===== config.mk =====
export PLATFORM = sky130hd
export DESIGN_NAME = hazard_controller_flat
export DESIGN_NICKNAME = d
export VERILOG_FILES = /design/src/rtl/hazard_pkg.sv /design/src/rtl/hazard_controller_if.sv /design/src/rtl/hazard_controller_stall_watchdog.sv /design/src/rtl/hazard_controller.sv /design/src/flat_wrapper.sv
export SDC_FILE = /design/constraint.sdc
export NUM_CORES = 1
export LEC_CHECK = 0
export ABC_AREA = 1
export CAP_MARGIN = 15
export CORE_UTILIZATION = 41
export DETAILED_ROUTE_END_ITERATION = 7
export PLACE_DENSITY = 0.74
export SLEW_MARGIN = 20
export SYNTH_ARGS = -nofsm -noshare
export SYNTH_HDL_FRONTEND = slang
export SYNTH_SLANG_ARGS = --single-unit

===== constraint.sdc =====
create_clock -name clk -period 1.48 [get_ports clk]
set_input_delay 0.296 -clock clk [delete_from_list [all_inputs] [get_ports clk]]
set_output_delay 0.296 -clock clk [all_outputs]
set_load 0.1 [all_outputs]

===== src/rtl/hazard_pkg.sv =====
// Shared definitions for the hazard controller: FSM encoding, Mem field layout,
// watchdog default and the load-use detection rule.
package hazard_pkg;

    typedef enum logic {
        RUN      = 1'b0,
        MEM_WAIT = 1'b1
    } hz_state_e;

    localparam int MEM_READ_BIT  = 1;
    localparam int MEM_WRITE_BIT = 0;

    localparam int unsigned STALL_LIMIT_DEFAULT = 1023;

    // A load in ID/EX feeding a register the IF/ID instruction reads; x0 never hazards.
    function automatic logic is_load_use(
        input logic       mem_read,
        input logic [4:0] rd,
        input logic [4:0] rs1,
        input logic       use_rs1,
        input logic [4:0] rs2,
        input logic       use_rs2
    );
        return mem_read && (rd != 5'd0) &&
               ((use_rs1 && (rd == rs1)) || (use_rs2 && (rd == rs2)));
    endfunction

endpackage


===== src/rtl/hazard_controller_if.sv =====
// Pipeline-facing signal bundle of the hazard controller. The pipeline side uses
// the master modport, the controller the slave modport.
interface hazard_controller_if;

    logic       ICache_stall;
    logic       DCache_stall;
    logic [4:0] Rs1_1;
    logic [4:0] Rs2_1;
    logic       use_rs1_1;
    logic       use_rs2_1;
    logic [4:0] Rd_2;
    logic [1:0] Mem_2;
    logic       redirect_3;

    logic       memory_stall;
    logic       pc_write;
    logic       ifid_write;
    logic       ifid_flush;
    logic       idex_flush;
    logic       idex_bubble;
    logic       stall_timeout;

    modport master (
        output ICache_stall, DCache_stall, Rs1_1, Rs2_1, use_rs1_1, use_rs2_1,
               Rd_2, Mem_2, redirect_3,
        input  memory_stall, pc_write, ifid_write, ifid_flush, idex_flush,
               idex_bubble, stall_timeout
    );

    modport slave (
        input  ICache_stall, DCache_stall, Rs1_1, Rs2_1, use_rs1_1, use_rs2_1,
               Rd_2, Mem_2, redirect_3,
        output memory_stall, pc_write, ifid_write, ifid_flush, idex_flush,
               idex_bubble, stall_timeout
    );

endinterface


===== src/rtl/hazard_controller_stall_watchdog.sv =====
// Saturating counter of consecutive memory-stall cycles with a sticky timeout
// flag that holds until reset.
module stall_watchdog
    import hazard_pkg::*;
#(
    parameter int unsigned STALL_LIMIT = STALL_LIMIT_DEFAULT
) (
    input  logic      clk,
    input  logic      rst,
    input  logic      stall_i,
    input  hz_state_e state_i,
    output logic      stall_timeout
);

    localparam int CW = $clog2(STALL_LIMIT + 1);
    localparam logic [CW-1:0] LIMIT = CW'(STALL_LIMIT);

    logic [CW-1:0] count_q, count_d;
    logic          timeout_q, timeout_d;

    // A stall seen while still in RUN starts a fresh episode at one.
    always_comb begin
        count_d = '0;
        if (stall_i) begin
            if (state_i == RUN) begin
                count_d = CW'(1);
            end else if (count_q == LIMIT) begin
                count_d = count_q;
            end else begin
                count_d = count_q + CW'(1);
            end
        end
        timeout_d = timeout_q | (count_d == LIMIT);
    end

    always_ff @(posedge clk or posedge rst) begin
        if (rst) begin
            count_q   <= '0;
            timeout_q <= 1'b0;
        end else begin
            count_q   <= count_d;
            timeout_q <= timeout_d;
        end
    end

    assign stall_timeout = timeout_q;

endmodule


===== src/rtl/hazard_controller.sv =====
// Load-use, memory-stall and redirect-flush control for the five-stage core.
// Optional performance counters are enabled by defining HAZARD_PERF_CNT_EN.
module hazard_controller
    import hazard_pkg::*;
#(
    parameter int unsigned STALL_LIMIT = STALL_LIMIT_DEFAULT
) (
    input  logic                clk,
    input  logic                rst,
    hazard_controller_if.slave  hz
`ifdef HAZARD_PERF_CNT_EN
    ,
    output logic [31:0]         perf_stall_cycles,
    output logic [31:0]         perf_bubbles,
    output logic [31:0]         perf_flushes
`endif
);

    hz_state_e state_q, state_d;
    logic      flush_pend_q, flush_pend_d;
    logic      memory_stall, load_use, flush_req;
    logic      pc_write_c, ifid_write_c, flush_c, bubble_c;
    logic      unused_mem_write;

    assign unused_mem_write = hz.Mem_2[MEM_WRITE_BIT];

    // Output priority: memory stall, then flush, then load-use bubble.
    always_comb begin
        memory_stall = hz.ICache_stall | hz.DCache_stall;
        load_use     = is_load_use(hz.Mem_2[MEM_READ_BIT], hz.Rd_2,
                                   hz.Rs1_1, hz.use_rs1_1, hz.Rs2_1, hz.use_rs2_1);
        flush_req    = hz.redirect_3 | flush_pend_q;

        pc_write_c   = 1'b1;
        ifid_write_c = 1'b1;
        flush_c      = 1'b0;
        bubble_c     = 1'b0;
        if (memory_stall) begin
            pc_write_c   = 1'b0;
            ifid_write_c = 1'b0;
        end else if (flush_req) begin
            flush_c      = 1'b1;
        end else if (load_use) begin
            pc_write_c   = 1'b0;
            ifid_write_c = 1'b0;
            bubble_c     = 1'b1;
        end

        flush_pend_d = memory_stall ? (flush_pend_q | hz.redirect_3) : 1'b0;
    end

    always_comb begin
        state_d = state_q;
        case (state_q)
            RUN:      if (memory_stall)  state_d = MEM_WAIT;
            MEM_WAIT: if (!memory_stall) state_d = RUN;
            default:  state_d = RUN;
        endcase
    end

    always_ff @(posedge clk or posedge rst) begin
        if (rst) begin
            state_q      <= RUN;
            flush_pend_q <= 1'b0;
        end else begin
            state_q      <= state_d;
            flush_pend_q <= flush_pend_d;
        end
    end

    stall_watchdog #(
        .STALL_LIMIT (STALL_LIMIT)
    ) u_watchdog (
        .clk           (clk),
        .rst           (rst),
        .stall_i       (memory_stall),
        .state_i       (state_q),
        .stall_timeout (hz.stall_timeout)
    );

    assign hz.memory_stall = memory_stall;
    assign hz.pc_write     = pc_write_c;
    assign hz.ifid_write   = ifid_write_c;
    assign hz.ifid_flush   = flush_c;
    assign hz.idex_flush   = flush_c;
    assign hz.idex_bubble  = bubble_c;

`ifdef HAZARD_PERF_CNT_EN
    logic [31:0] perf_stall_q, perf_stall_d;
    logic [31:0] perf_bubble_q, perf_bubble_d;
    logic [31:0] perf_flush_q, perf_flush_d;

    always_comb begin
        perf_stall_d  = perf_stall_q  + ((state_q == MEM_WAIT) ? 32'd1 : 32'd0);
        perf_bubble_d = perf_bubble_q + (bubble_c ? 32'd1 : 32'd0);
        perf_flush_d  = perf_flush_q  + (flush_c  ? 32'd1 : 32'd0);
    end

    always_ff @(posedge clk or posedge rst) begin
        if (rst) begin
            perf_stall_q  <= '0;
            perf_bubble_q <= '0;
            perf_flush_q  <= '0;
        end else begin
            perf_stall_q  <= perf_stall_d;
            perf_bubble_q <= perf_bubble_d;
            perf_flush_q  <= perf_flush_d;
        end
    end

    assign perf_stall_cycles = perf_stall_q;
    assign perf_bubbles      = perf_bubble_q;
    assign perf_flushes      = perf_flush_q;
`endif

endmodule


===== src/flat_wrapper.sv =====
// flat-port wrapper written by rule: the top's interface ports become plain ports
module hazard_controller_flat import hazard_pkg::*;
#(
    parameter int unsigned STALL_LIMIT = STALL_LIMIT_DEFAULT
)
  (clk, rst, hz_ICache_stall, hz_DCache_stall, hz_Rs1_1, hz_Rs2_1, hz_use_rs1_1, hz_use_rs2_1, hz_Rd_2, hz_Mem_2, hz_redirect_3, hz_memory_stall, hz_pc_write, hz_ifid_write, hz_ifid_flush, hz_idex_flush, hz_idex_bubble, hz_stall_timeout);
  hazard_controller_if hz_i ();
  input  logic clk;
  input  logic rst;
  input wire logic [$bits(hz_i.ICache_stall)-1:0] hz_ICache_stall;
  input wire logic [$bits(hz_i.DCache_stall)-1:0] hz_DCache_stall;
  input wire logic [$bits(hz_i.Rs1_1)-1:0] hz_Rs1_1;
  input wire logic [$bits(hz_i.Rs2_1)-1:0] hz_Rs2_1;
  input wire logic [$bits(hz_i.use_rs1_1)-1:0] hz_use_rs1_1;
  input wire logic [$bits(hz_i.use_rs2_1)-1:0] hz_use_rs2_1;
  input wire logic [$bits(hz_i.Rd_2)-1:0] hz_Rd_2;
  input wire logic [$bits(hz_i.Mem_2)-1:0] hz_Mem_2;
  input wire logic [$bits(hz_i.redirect_3)-1:0] hz_redirect_3;
  output wire logic [$bits(hz_i.memory_stall)-1:0] hz_memory_stall;
  output wire logic [$bits(hz_i.pc_write)-1:0] hz_pc_write;
  output wire logic [$bits(hz_i.ifid_write)-1:0] hz_ifid_write;
  output wire logic [$bits(hz_i.ifid_flush)-1:0] hz_ifid_flush;
  output wire logic [$bits(hz_i.idex_flush)-1:0] hz_idex_flush;
  output wire logic [$bits(hz_i.idex_bubble)-1:0] hz_idex_bubble;
  output wire logic [$bits(hz_i.stall_timeout)-1:0] hz_stall_timeout;
  assign hz_i.ICache_stall = hz_ICache_stall;
  assign hz_i.DCache_stall = hz_DCache_stall;
  assign hz_i.Rs1_1 = hz_Rs1_1;
  assign hz_i.Rs2_1 = hz_Rs2_1;
  assign hz_i.use_rs1_1 = hz_use_rs1_1;
  assign hz_i.use_rs2_1 = hz_use_rs2_1;
  assign hz_i.Rd_2 = hz_Rd_2;
  assign hz_i.Mem_2 = hz_Mem_2;
  assign hz_i.redirect_3 = hz_redirect_3;
  assign hz_memory_stall = hz_i.memory_stall;
  assign hz_pc_write = hz_i.pc_write;
  assign hz_ifid_write = hz_i.ifid_write;
  assign hz_ifid_flush = hz_i.ifid_flush;
  assign hz_idex_flush = hz_i.idex_flush;
  assign hz_idex_bubble = hz_i.idex_bubble;
  assign hz_stall_timeout = hz_i.stall_timeout;
  hazard_controller #(.STALL_LIMIT(STALL_LIMIT)) u_core (.clk(clk), .rst(rst), .hz(hz_i));
endmodule

## Word level (Yosys, flattened, before mapping)

Cells that the tools add are included.

- Flip-flop bits (word level): 13
- Bits of input ports: 24
- Output and inout port bits: 7
- Logic and storage cells: 31

- $add $sub $neg: 1
- Equal/unequal tests: 4
- Muxes and demuxes: 13
- Bitwise gates (word level): 3
- Reduce and logical (&&, ||, !) cells: 6

Operator list:

| cell | count |
|---|---|
| $mux W10 | 3 |
| $eq A10 B10 Y1 const B | 2 |
| $add A10 B1 Y10 const B | 1 |
| $eq A5 B5 Y1 | 2 |
| $mux W1 | 10 |
| $reduce_bool A5 Y1 | 1 |
| $logic_and A1 B1 Y1 | 4 |
| $or A1 B1 Y1 | 3 |
| $logic_or A1 B1 Y1 | 1 |

## Depth between registers and ports, before layout

- Depth after elaboration: 7
- Gate-level depth with buffers: 11
- Gate-level depth less buffers: 11

## Modules after synthesis

From an unflattened synthesis, not the netlist that was laid out.

- Cell total of the unflattened synthesis: 170
- Area, all modules: 1064.8 µm²

Modules (own cells, without submodules):

| module | instances | cells an instance | area each (µm²) | seq. area each (µm²) |
|---|---|---|---|---|
| stall_watchdog | 1 | 101 | 728.2 | 275.3 |
| hazard_controller | 1 | 69 | 336.6 | 50.0 |

## Least setup slack after synthesis

No wires, ideal clock.

- Kind: input-to-output
- From: input port hz_DCache_stall
- To: output port hz_ifid_flush
- Arrival time: 2.666 ns
- Slack: -1.482 ns
- Stages on the path: 4
- Path buffers: 1
- Cells stage by stage: nor2_1 inv_2 nor2_1 buf_4

- Word-level cells in the longest chain between the ends: 2

RTL lines:

| what | RTL line | source |
|---|---|---|
| start: declaration | flat_wrapper.sv:11 | `input wire logic [$bits(hz_i.DCache_stall)-1:0] hz_DCache_stall;` |
| $or A1 B1 Y1 | hazard_controller.sv:29 | `memory_stall = hz.ICache_stall \| hz.DCache_stall;` |
| named net hz_memory_stall | flat_wrapper.sv:19 | `output wire logic [$bits(hz_i.memory_stall)-1:0] hz_memory_stall;` |
| $mux W1 | hazard_controller.sv:38 | `if (memory_stall) begin` |
| end: declaration | flat_wrapper.sv:22 | `output wire logic [$bits(hz_i.ifid_flush)-1:0] hz_ifid_flush;` |

The timed path passes the listed nets, and every way through them passes these cells.

## Worst setup path in the final report

- From: register u_core.flush_pend_q
- To: output port hz_ifid_write

- Word-level cells in the longest chain between the ends: 3

RTL lines:

| what | RTL line | source |
|---|---|---|
| start: declaration | hazard_controller.sv:20 | `logic flush_pend_q, flush_pend_d;` |
| start signal: assignment | hazard_controller.sv:67 | `flush_pend_q <= flush_pend_d;` |
| $or A1 B1 Y1 | hazard_controller.sv:32 | `flush_req = hz.redirect_3 \| flush_pend_q;` |
| $mux W1 | hazard_controller.sv:41 | `end else if (flush_req) begin` |
| $mux W1 | hazard_controller.sv:38 |  |
| end: declaration | flat_wrapper.sv:21 | `output wire logic [$bits(hz_i.ifid_write)-1:0] hz_ifid_write;` |

No other way between the ends.

==> metrics.txt <==
Total GRT Usage=26.04%; Die ar.=0.002659 mm²; crit path time final=1.662 ns; Vias=1220; Post-synth ARST share=100.0%; CTS buffer count=3; Post-synth EDFFs=0; CTS tree=yes; GRT overflow=0; Int Pwr=0.6662 mW; actual slew at the worst max-slew pin=0.2348 ns; static leakage power=0.9026 nW; Rel. slew slack=84.34%; DP Worst Slack=-0.7226 ns; DRT Pass-1 Iters=5; CORE AREA=0.002255 mm²; Syn Area/Cell=6.540 µm²; # placed instances=236; H-tree depth=1; Max-Cap Viols=0; first-pass GRT wire length=5.064 mm; failing checks=setup timing; violation count after the first detailed-routing iteration=54; DRC Markers=0; outcome=complete, but fails checks; Max FO, Critical Path=2; cell area after layout=0.001745 mm²; crit path from=u_core.flush_pend_q; Comb power frac=40.0%; port bufs=29; antenna viol nets, final=0; Yosys top cell area share=32.30%; Sw Ratio=36.42%; sequential area share after synthesis=32.30%; #FFs+latches synth=13; Synth Cell Area=0.001007 mm²; Layout Skew=0.003338 ns; vias in the first global route=1191; Max Slew Vio Count=0; Clock power frac=22.0%; Final Non-Filler Cells=240; routed length per instance=13.84 µm; final cycle utilization of the critical path=112.3%; die width=51.57 µm; pin count of the biggest net entering global routing=14; Critical Path RT=1.18 ns; io pins=31; HP Class=input pin to asynchronous set/reset pin; final worst slack=-0.1820 ns; share of cells above drive strength 1=41.98%; row cnt=17; FF-to-FF Start=u_core.u_watchdog.count_q[1]; RSZ-0062 raised after global routing=true; Seq pwr share=38.0%; HPWL after DPL=2.454 mm; Worst-Skew Late Latency=0.28 ns; endpoints failing hold=0; most frequent cell after synthesis=nand2_1; Post-Syn Nets=179; CP startpoint kind=register; Placed Area=0.001654 mm²; top post-synthesis cells by area=dfrtp_1 32%, nand2_1 15%, inv_1 8.6%, nor2_1 8.6%, nand3_1 7.0%; CTS Root Buffer Type=clkbuf_4; critical path class=register to primary output; Post-synth top flop=dfrtp_1; area leader, netlist=dfrtp_1; overall die height=51.57 µm; gp weighted congestion=0.8648; # diodes=0; Max Freq=0.6017 GHz; vias per inst=5.083; Critical Path AT=1.37 ns; Post-Syn Instances=154; maximum vdd drop=0.3742 mV; cts hold-fix bufs=0; initial antenna violation count=0; sw power=0.3817 mW; synth cell count leaders=40 x nand2_1, 23 x inv_1, 23 x nor2_1; CTS Sinks=13; PwrDens=600.3 mW/mm²; Setup crit end kind=primary output; Initial Util=44.67%; Max Root-Sink Buffers=2; Clock Pin Slew Worst Setup and Hold Paths=0.09 ns; final setup violation count=4; final WL=3.322 mm; Synth warnings=0; area grow syn2layout=73.29%; nets@finish=238; Cell variety after synth=19
## power groups by stage
| stage | Combinational, mW | Sequential [mW] | Clock (mW) |
|---|---|---|---|
| after detailed placement | 0.387 | 0.394 | 0 |
| after global routing | 0.446 | 0.399 | 0.260 |
| after floorplan | 0.204 | 0.401 | 0 |
| final | 0.420 | 0.398 | 0.230 |
| after CTS | 0.383 | 0.388 | 0.232 |
| after global placement | 0.376 | 0.394 | 0 |
## area by class of cell
class / count / area [µm²]
Clock buffer: 4 / 26.28
Fill cell: 163 / 509.2
Inverter: 28 / 130.1
Multi-Input combinational cell: 110 / 684.4
Sequential cell: 13 / 325.3
Tap cell: 28 / 35.03
Timing Repair Buffer: 57 / 544.3
## critical path, stage by stage (launching register included)
cell and delay, ns:
dfrtp_1 0.40, nor2_2 0.13, nand4_1 0.18, and2_4 0.21, buf_12 0.16
## cells in the final DEF, fill, tap and decap left out, drive strengths merged
master | netlist | final
nor2 | 26 | 26
buf | 3 | 49
dfrtp | 13 | 13
a31oi | 1 | 1
dlygate4sd2 | 0 | 3
inv | 28 | 28
nand3 | 18 | 18
a21oi | 1 | 1
clkbuf | 0 | 4
nand2 | 43 | 43
xnor2 | 4 | 4
clkdlybuf4s15 | 0 | 3
o21ai | 5 | 5
and2 | 1 | 1
nor3 | 1 | 1
nand4 | 9 | 9
ha | 1 | 1
clkdlybuf4s50 | 0 | 2
## final timing paths
path / endpoint / slack (ns) / depth (start not counted)
max: hz_ifid_write / -0.18 / 4
min: u_core.u_watchdog.count_q[8] / 0.32 / 3
max reg2reg: u_core.u_watchdog.stall_timeout / -0.12 / 11
min reg2reg: u_core.u_watchdog.stall_timeout / 0.54 / 2
max in group asynchronous: u_core.u_watchdog.count_q[1] / 0.99 / 3
min in group clk: u_core.flush_pend_q / 0.54 / 4
## stage by stage
step	util (%)	hold WS, ns	TNS, ns	power [mW]
after floorplan	-	0.1730	-0.4939	0.6051
after global placement	73.36	0.5089	-2.697	0.7707
after detailed placement	73.36	0.5203	-3.116	0.7816
after CTS	74.25	0.3045	-0.4551	1.002
after global routing	77.41	0.3228	-1.001	1.105
final	77.41	0.3226	-0.6182	1.048
## registers in the layout (all words and copies together), names as in the netlist
register                         count
u_core.flush_pend_q                  1
u_core.state_q                       1
u_core.u_watchdog.count_q           10
u_core.u_watchdog.stall_timeout      1
## repair_timing
action	4_1_cts	5_1_grt
endpoints found under the setup margin	7	7
setup buffers	1	0
resized for setup	80	16
pin swaps	26	15
## routing by layer
layer	track usage (%)	share of wire (%)
met3	3.509	4.7
met1	29.72	38
met5	0	0
met4	9.910	3.0
met2	48.48	54
## logic make-up (layout without fill, tap and decap cells)
logic type,Yosys count,after routing,synth area share [%]
adders and majority gates,1,1,1.242
AOI/OAI and AO/OA,7,7,3.602
and+or+nand+nor,98,98,46.33
buffers and inverters,31,89,13.04
DFF,13,13,32.30
xor gates and xnor gates,4,4,3.478
Note: power is estimated with default switching activity, not from simulation.
